[config.mk]
export PLATFORM = sky130hd
export DESIGN_NAME = countdown_timer
export DESIGN_NICKNAME = d
export VERILOG_FILES = /design/src/rtl/countdown_pkg.sv /design/src/rtl/ms_tick_gen.sv /design/src/rtl/countdown_timer.sv
export SDC_FILE = /design/constraint.sdc
export NUM_CORES = 1
export LEC_CHECK = 0
export CORE_MARGIN = 4
export CORE_UTILIZATION = 48
export DETAILED_ROUTE_END_ITERATION = 10
export PLACE_DENSITY = 0.87
export SKIP_LAST_GASP = 1
export SLEW_MARGIN = 5
export SYNTH_ARGS = -nofsm -noshare
export SYNTH_HDL_FRONTEND = slang
export SYNTH_HIERARCHICAL = 1
export SYNTH_SLANG_ARGS = --single-unit
[constraint.sdc]
create_clock -name clk_in -period 2.9 [get_ports clk_in]
set_input_delay 0.29 -clock clk_in [delete_from_list [all_inputs] [get_ports clk_in]]
set_output_delay 0.29 -clock clk_in [all_outputs]
set_load 0.1 [all_outputs]
[src/rtl/countdown_pkg.sv]
// Shared state encoding, BCD limits and BCD helper functions for the countdown timer.
package countdown_pkg;

  typedef enum logic [1:0] {
    ST_IDLE    = 2'd0,
    ST_PAUSED  = 2'd1,
    ST_RUNNING = 2'd2,
    ST_EXPIRED = 2'd3
  } state_t;

  localparam int BCD_DIGIT_MAX        = 9;
  localparam int MINSEC_MAX           = 59;
  localparam int HOURS_MAX            = 99;
  localparam int MS_MAX               = 999;
  localparam int TICKS_PER_MS_DEFAULT = 100000;

  localparam logic [3:0]  BCD_9   = 4'h9;
  localparam logic [7:0]  BCD_59  = 8'h59;
  localparam logic [11:0] BCD_999 = 12'h999;

  // Any nibble above 9 is forced to 9 so the result is always a legal BCD digit.
  function automatic logic [3:0] clamp_digit(input logic [3:0] d);
    return (d > BCD_9) ? BCD_9 : d;
  endfunction

  // Digit clamp first; minutes/seconds are then limited to 59. Valid BCD compares numerically.
  function automatic logic [7:0] clamp_bcd2(input logic [7:0] v, input logic is_minsec);
    logic [7:0] c;
    c = {clamp_digit(v[7:4]), clamp_digit(v[3:0])};
    if (is_minsec && (c > BCD_59)) c = BCD_59;
    return c;
  endfunction

  // Two-digit BCD decrement; zero wraps to the supplied value (borrow case).
  function automatic logic [7:0] dec_bcd2(input logic [7:0] v, input logic [7:0] wrap);
    logic [7:0] r;
    if (v == 8'h00)          r = wrap;
    else if (v[3:0] == 4'h0) r = {v[7:4] - 4'd1, BCD_9};
    else                     r = {v[7:4], v[3:0] - 4'd1};
    return r;
  endfunction

  // Three-digit BCD decrement; 000 wraps to 999.
  function automatic logic [11:0] dec_bcd3(input logic [11:0] v);
    logic [11:0] r;
    if (v == 12'h000)        r = BCD_999;
    else if (v[3:0] != 4'h0) r = {v[11:4], v[3:0] - 4'd1};
    else if (v[7:4] != 4'h0) r = {v[11:8], v[7:4] - 4'd1, BCD_9};
    else                     r = {v[11:8] - 4'd1, BCD_9, BCD_9};
    return r;
  endfunction

endpackage

[src/rtl/ms_tick_gen.sv]
// Millisecond prescaler: counts enabled cycles and emits a one-cycle tick every TICKS_PER_MS of them.
module ms_tick_gen
  import countdown_pkg::*;
#(
  parameter int TICKS_PER_MS = TICKS_PER_MS_DEFAULT
) (
  input  logic i_clk,
  input  logic i_rst,
  input  logic i_en,
  input  logic i_clr,
  output logic o_tick
);

  localparam int CNT_W = (TICKS_PER_MS > 1) ? $clog2(TICKS_PER_MS) : 1;
  localparam logic [CNT_W-1:0] LAST = CNT_W'(TICKS_PER_MS - 1);

  logic [CNT_W-1:0] r_cnt;

  // The tick is combinational so the timer can act on it at the end of the same cycle.
  assign o_tick = i_en && (r_cnt == LAST);

  // Count enabled cycles, restart after each tick, hold while disabled, clear on reset/clear.
  always_ff @(posedge i_clk) begin
    if (i_rst || i_clr) begin
      r_cnt <= '0;
    end else if (i_en) begin
      if (o_tick) r_cnt <= '0;
      else        r_cnt <= r_cnt + CNT_W'(1);
    end
  end

endmodule

[src/rtl/countdown_timer.sv]
// HH:MM:SS.mmm BCD countdown timer with load, pause/run control, expiry pulse and latched alarm.
module countdown_timer
  import countdown_pkg::*;
#(
  parameter int TICKS_PER_MS = TICKS_PER_MS_DEFAULT
) (
  input  logic        clk_in,
  input  logic        reset,
  input  logic        Start_Stop,
  input  logic        load,
  input  logic [7:0]  Hours_i,
  input  logic [7:0]  Minutes_i,
  input  logic [7:0]  Seconds_i,
  output logic [11:0] milli_o,
  output logic [7:0]  Seconds_o,
  output logic [7:0]  Minutes_o,
  output logic [7:0]  Hours_o,
  output logic        expired_o,
  output logic        alarm_o
);

  state_t      r_state;
  logic [11:0] r_ms;
  logic [7:0]  r_sec;
  logic [7:0]  r_min;
  logic [7:0]  r_hr;
  logic        r_expired;
  logic        r_alarm;

  logic        w_run;
  logic        w_tick;
  logic [7:0]  w_pre_hr;
  logic [7:0]  w_pre_min;
  logic [7:0]  w_pre_sec;
  logic        w_pre_nonzero;
  logic        w_ms_borrow;
  logic        w_sec_borrow;
  logic        w_min_borrow;
  logic [11:0] w_ms_nxt;
  logic [7:0]  w_sec_nxt;
  logic [7:0]  w_min_nxt;
  logic [7:0]  w_hr_nxt;
  logic        w_nxt_zero;

  // Prescaler runs only while counting; a load restarts the millisecond phase.
  assign w_run = (r_state == ST_RUNNING);

  ms_tick_gen #(
    .TICKS_PER_MS(TICKS_PER_MS)
  ) u_tick (
    .i_clk (clk_in),
    .i_rst (reset),
    .i_en  (w_run),
    .i_clr (load),
    .o_tick(w_tick)
  );

  // Preset is sanitised before capture so the outputs are always valid BCD.
  assign w_pre_hr      = clamp_bcd2(Hours_i,   1'b0);
  assign w_pre_min     = clamp_bcd2(Minutes_i, 1'b1);
  assign w_pre_sec     = clamp_bcd2(Seconds_i, 1'b1);
  assign w_pre_nonzero = |{w_pre_hr, w_pre_min, w_pre_sec};

  // Borrow chain: ms -> seconds -> minutes -> hours, each field only moves when all lower fields are zero.
  assign w_ms_borrow  = (r_ms == 12'h000);
  assign w_sec_borrow = w_ms_borrow && (r_sec == 8'h00);
  assign w_min_borrow = w_sec_borrow && (r_min == 8'h00);

  assign w_ms_nxt  = dec_bcd3(r_ms);
  assign w_sec_nxt = w_ms_borrow  ? dec_bcd2(r_sec, BCD_59) : r_sec;
  assign w_min_nxt = w_sec_borrow ? dec_bcd2(r_min, BCD_59) : r_min;
  assign w_hr_nxt  = w_min_borrow ? dec_bcd2(r_hr, 8'h00)   : r_hr;
  assign w_nxt_zero = ~|{w_hr_nxt, w_min_nxt, w_sec_nxt, w_ms_nxt};

  // Control FSM with registered time value, expiry pulse and alarm; reset beats load beats tick.
  always_ff @(posedge clk_in) begin
    r_expired <= 1'b0;
    if (reset) begin
      r_state <= ST_IDLE;
      r_ms    <= '0;
      r_sec   <= '0;
      r_min   <= '0;
      r_hr    <= '0;
      r_alarm <= 1'b0;
    end else if (load) begin
      r_ms    <= '0;
      r_sec   <= w_pre_sec;
      r_min   <= w_pre_min;
      r_hr    <= w_pre_hr;
      r_alarm <= 1'b0;
      r_state <= w_pre_nonzero ? ST_PAUSED : ST_IDLE;
    end else begin
      case (r_state)
        ST_IDLE: begin
          r_state <= ST_IDLE;
        end
        ST_PAUSED: begin
          if (Start_Stop) r_state <= ST_RUNNING;
        end
        ST_RUNNING: begin
          if (w_tick) begin
            r_ms  <= w_ms_nxt;
            r_sec <= w_sec_nxt;
            r_min <= w_min_nxt;
            r_hr  <= w_hr_nxt;
          end
          if (w_tick && w_nxt_zero) begin
            r_expired <= 1'b1;
            r_alarm   <= 1'b1;
            r_state   <= ST_EXPIRED;
          end else if (!Start_Stop) begin
            r_state <= ST_PAUSED;
          end
        end
        ST_EXPIRED: begin
          r_state <= ST_EXPIRED;
        end
        default: begin
          r_state <= ST_IDLE;
        end
      endcase
    end
  end

  assign milli_o   = r_ms;
  assign Seconds_o = r_sec;
  assign Minutes_o = r_min;
  assign Hours_o   = r_hr;
  assign expired_o = r_expired;
  assign alarm_o   = r_alarm;

endmodule

==> flow_summary.toml, run 1 <==
[outcome]
outcome = "complete, but fails checks"
violations = "negative setup slack"

[place]
hpwl_microns = 8123
place_congestion = 0.9966
numPortBuffers = 65
pre_cts_slack_ps = 36.58

[route]
wirelength_microns = 11290
vias = 4124
drt_iter0_markers = 312
post_drt_wl_per_cell_microns = 16.93
viasPerCell = 6.183
drc = 0
antenna_left = 0
dr.pass1.iters = 5

[layout]
fin_util = 0.6507
multi_input_area_sq_mm = 0.002524
area_delta_synth_final_pct = 29.30
seqCellArea_sq_mm = 0.001169
fillCellCount = 606
diodes = 0
nNetsFinal = 605
layout-drive-gt1-share = 0.2289

[floorplan]
core_sq_mm = 0.007408
rows = 31
fp.dieArea_sq_mm = 0.009242
die_height_microns = 96.14
die_w_microns = 96.14
start_util = 0.5033
ios = 66

[clocking]
clock-root-buffer = "clkbuf_8"
cts_sinks = 57
cts_hold_buf = 0
cts_tree = "yes"
clk_pin_slew_worst_paths_ps = 70
cts_buffers = 9
cts_buffer_depth = 2
htree_levels = 3
clock_latency_ps = 350

[worst_setup_path]
crit_path_end_kind = "flip-flop"
start_kind = "flip-flop"
cp_slowest_cell = "or4_4"
worst-path-max-fanout = 8
critPathKind = "reg -> reg"
cp.required_ps = 3200
cp.arrival_ps = 3320
crit_chain = "inv_1 -> ha_4 -> or3b_4 -> or4_4 -> buf_8 -> nor2_4 -> nand3_1 -> a2111oi_1 -> and4b_1 -> a21o_1"
worstRegToRegCells = 10
max_stage_delay_ps = 630

[pwr]
pwr-share-clk = 0.334
seqPwrFrac = 0.423
leakagePower_nw = 1.787
total_power_mw = 1.964
p_sw_frac = 0.3440
max-vdd-ir-drop_v = 0.0002181
power.density_mw_per_mm2 = 407.4
p_switching_mw = 0.6757
p_int_mw = 1.288
pwr-share-comb = 0.242

[yosys]
synth-main-ff-cell = "dfxtp_1"
yosys_warnings = 6
synth_area_per_cell_sq_um = 7.704
yosysTopAreaCell = "dfxtp_1"
synth-seq-cells = 57
synth_cell_type_count = 61
synth_edf_count = 0
netlist_area_sq_mm = 0.003729
ys_seq_area_frac = 0.3060
syn_inst = 484
synthesis.nets = 526
yosys-top-cells-count = "nor2_1 (71), dfxtp_1 (57), nor3_1 (34)"
synth_area_leaders = "dfxtp_1 (31%), nor2_1 (7.1%), ha_1 (4.7%)"
yosysMostFrequentCell = "nor2_1"
synthArstFlopShare = 0
synth_top_area_frac = 0.3060

[global_route]
grt_pass1_vias = 3791
grt_pass1_wl_microns = 18030
grt-ovfl-total = 0
track_usage = 0.2480
antenna_found_initial = 0
grt_max_degree = 27

[timing]
layout_setup_ws_ps = -122.9
worst_pin_slew_ps = 622.0
finalMaxSlewViolations = 0
setup_viol = 2
fin_skew_ps = 8.640
final.period_utilization = 1.042
relSlewSlack = 0.5844
fmax_ghz = 0.3308
hold_ws_ps = 494.0
min_period_ps = 3023
hold_violations = 0

[hold_path]
hold_depth = 2
hold_path.class = "reg -> reg"

[flow_run]
drv_cap = 0
final timing paths:
kind	startpoint	to	slack (ps)
setup / recovery	milli_o[9]$_SDFFE_PP0P_	alarm_o$_SDFFE_PP0P_	-120
hold reg to reg	milli_o[3]$_SDFFE_PP0P_	milli_o[3]$_SDFFE_PP0P_	490
hold / removal	milli_o[3]$_SDFFE_PP0P_	milli_o[3]$_SDFFE_PP0P_	490
setup reg to reg	milli_o[9]$_SDFFE_PP0P_	alarm_o$_SDFFE_PP0P_	-120
power by group through the flow:
stage | clock network, mW | logic (mW) | registers (mW)
finish | 0.656 | 0.476 | 0.832
global route | 0.695 | 0.512 | 0.834
CTS | 0.658 | 0.449 | 0.829
detailed placement | 0 | 0.447 | 0.846
global placement | 0 | 0.440 | 0.846
floorplan | 0 | 0.194 | 0.954
critical path: cells and delay by family, from the launching register on:
family / cells / cell delay (ps)
fa+ha+maj: 1 / 150
buf+inv: 2 / 280
compound gates: 2 / 590
simple gates: 5 / 1580
flops: 1 / 360
flip-flops by register name, indices dropped and copies added, names as in the netlist:
signal        count
alarm_o           1
Hours_o           8
u_tick/r_cnt     17
Minutes_o         8
expired_o         1
r_state           2
milli_o          12
Seconds_o         8
layout by cell type (no fill, tap or decap), drive strengths merged, types with 5 or more instances in the layout:
master          n
a311oi          6
ha             14
nor4           14
a21oi          27
nand2b          5
clkdlybuf4s50  27
xor2            8
a211oi          9
nor3b           8
mux2i           7
buf            63
nor3           34
xnor2           9
nand3b          5
clkbuf         12
inv            23
dfxtp          57
nand2          29
and3            6
o21ai          20
nand4          15
or3             8
nor2           71
nand3          15
cells by family (layout without fill, tap and decap cells):
group,after synthesis,count (layout),synth area share
simple gates,241,241,0.3456
xor+xnor,17,17,0.03993
compound gates,101,101,0.1869
buf+inv,45,129,0.04966
fa+ha+maj,14,14,0.04698
flops,57,57,0.3060
mux,9,9,0.02483
per-layer routing:
| metal | part of all wire | vias up | track usage |
|---|---|---|---|
| met2 | 0.46 | 218 | 0.3841 |
| met4 | 0.040 | 0 | 0.1161 |
| met3 | 0.082 | 50 | 0.05238 |
| li1 | - | 1946 | - |
| met5 | 0 | - | 0 |
| met1 | 0.42 | 1910 | 0.3275 |
per-stage QoR:
stage / area, sq um / TNS (ps) / instances
global route: 4821 / -300.4 / 667
detailed placement: 4533 / 0 / 650
finish: 4821 / -171.6 / 667
CTS: 4698 / 0 / 666
floorplan: 3772 / 0 / 484
global placement: 4533 / 0 / 650
layout make-up:
type	instances	share of cell area
clock inverter	4	0.004153
timing repair buffer	90	0.1557
inverter	23	0.01843
clock buffer	12	0.03011
multi-input combinational	382	0.5235
tap	99	0.02569
sequential	57	0.2424
what timing repair did:
| action | 4_1_cts | 5_1_grt |
|---|---|---|
| buffers inserted | 0 | 1 |
| resized for setup | 0 | 26 |
| endpoints found under the setup margin | 0 | 14 |
Note: power is estimated with default switching activity, not from simulation.
==> inputs of run 2 (changes only) <==
--- a/config.mk
+++ b/config.mk
@@ -8,6 +8,7 @@
 export CORE_MARGIN = 4
 export CORE_UTILIZATION = 48
 export DETAILED_ROUTE_END_ITERATION = 10
+export GPL_ROUTABILITY_DRIVEN = 0
 export PLACE_DENSITY = 0.87
 export SKIP_LAST_GASP = 1
 export SLEW_MARGIN = 5
==> run 2 against run 1 <==
Compared with the run above: the run now ends clean; worst hold slack improved by 3.2 ps; largest cell class unchanged; setup slack gained 130 ps; fmax rose by 4.5%; clock skew up 0.62 ps; total power fell by 0.89%; register-to-register slack better by 130 ps.
==> flow_summary.toml, run 2 (synthesis gave the netlist of run 1 again) <==
[place]
hpwl_microns = 8089
numPortBuffers = 65
place_area_sq_mm = 0.004526
dp_cells = 649
pre_cts_slack_ps = 16.01

[global_route]
grt_max_degree = 27
grt_pass1_wl_microns = 17940
track_usage = 0.2456
antenna_found_initial = 0
grt_pass1_vias = 3880
grt-ovfl-total = 0

[outcome]
outcome = "complete, no violations"

[clocking]
clock-root-buffer = "clkbuf_8"
cts_tree = "yes"
clk_pin_slew_worst_paths_ps = 70
cts_buffer_depth = 2
cts_sinks = 57
clock_latency_ps = 340
cts_buffers = 9
htree_levels = 3

[floorplan]
core_sq_mm = 0.007408
die_height_microns = 96.14
die_w_microns = 96.14
start_util = 0.5033
rows = 31
ios = 66
fp.dieArea_sq_mm = 0.009242

[timing]
rsz0062_at_grt = "yes"
min_period_ps = 2894
hold_ws_ps = 497.2
worst_pin_slew_ps = 655.8
setup_viol = 0
final.period_utilization = 0.9978
hold_violations = 0
finalMaxSlewViolations = 0
relSlewSlack = 0.5566
fin_skew_ps = 9.258
fin_setup_tns_ps = 0
fmax_ghz = 0.3456
layout_setup_ws_ps = 6.399

[route]
dr.pass1.iters = 7
wirelength_microns = 11160
vias = 4081
drt_iter0_markers = 427
post_drt_wl_per_cell_microns = 16.76
viasPerCell = 6.128
antenna_left = 0
drc = 0

[worst_setup_path]
r2r_start = "Seconds_o[5]$_SDFFE_PP0P_"
worst-path-max-fanout = 9
start_kind = "flip-flop"
cp.required_ps = 3160
critPathKind = "reg -> reg"
crit_path_end_kind = "flip-flop"
cp.arrival_ps = 3160
startpoint = "Seconds_o[5]$_SDFFE_PP0P_"

[flow_run]
drv_cap = 0

[pwr]
leakagePower_nw = 1.771
power.density_mw_per_mm2 = 404.5
total_power_mw = 1.947
max-vdd-ir-drop_v = 0.0002312

[layout]
layout_common_cells = "nor2_1 (67), buf_4 (61), dfxtp_1 (41)"
nNetsFinal = 604
fin_util = 0.6496
diodes = 0
area_delta_synth_final_pct = 29.06
instances_no_fill = 666
regMostFlops = "u_tick/r_cnt"
final_common_cell = "nor2_1"
largest_register_ffs = 17
design_area_sq_mm = 0.004812
layout-drive-gt1-share = 0.2346

[hold_path]
hold_path.class = "reg -> reg"
min_from = "milli_o[5]$_SDFFE_PP0P_"
run 2: worst paths after layout:
path                                                end  slack, ps  cells past startpoint
worst min register to register  milli_o[5]$_SDFFE_PP0P_        500                      2
worst max register to register  r_state[1]$_SDFFE_PP0P_          6                      9
worst min-delay path            milli_o[5]$_SDFFE_PP0P_        500                      2
worst max-delay path            r_state[1]$_SDFFE_PP0P_          6                      9
run 2: layer usage:
layer	share of wire	GRT usage	vias to the layer above
met3	0.088	0.05004	49
met5	0	0	-
met2	0.45	0.3933	207
met4	0.037	0.1220	0
met1	0.42	0.3116	1885
li1	-	-	1940
run 2: final cells by class:
| cell class | count | area (sq um) |
|---|---|---|
| clock buffers | 10 | 127.6 |
| clock inverters | 6 | 35.03 |
| fillers | 616 | 2596 |
| inverters | 23 | 86.33 |
| multi-input cells | 382 | 2531 |
| flip-flops and latches | 57 | 1169 |
| well taps | 99 | 123.9 |
| repair buffers | 89 | 739.5 |
run 2: repair_timing:
item | CTS | global route
setup buffers | 0 | 1
hold buffers | 0 | 0
endpoints found under the setup margin | 1 | 8
resized for setup | 1 | 23
pin swaps | 0 | 10
run 2: where the power goes:
group / leakage, nW / switching (mW) / internal (mW)
Combinational: 1.22 / 0.316 / 0.160
Clock: 0.0818 / 0.336 / 0.303
Sequential: 0.472 / 0.0325 / 0.799
Total: 1.77 / 0.685 / 1.26
run 2: critical path, stage by stage, from the launching register on:
cell and delay (ps):
dfxtp_2 350, inv_1 110, ha_1 180, nor3b_1 440, nand2_1 430, a2111oi_4 450
o22ai_2 120, nor4_2 320, nand4_1 210, a211oi_2 220
==> inputs of run 3 (changes only) <==
--- a/config.mk
+++ b/config.mk
@@ -11,7 +11,7 @@
 export GPL_ROUTABILITY_DRIVEN = 0
 export PLACE_DENSITY = 0.87
 export SKIP_LAST_GASP = 1
-export SLEW_MARGIN = 5
+export SLEW_MARGIN = 20
 export SYNTH_ARGS = -nofsm -noshare
 export SYNTH_HDL_FRONTEND = slang
 export SYNTH_HIERARCHICAL = 1
==> results of run 3 <==
Final layout, timing and power as in run 2 (identical DEF).
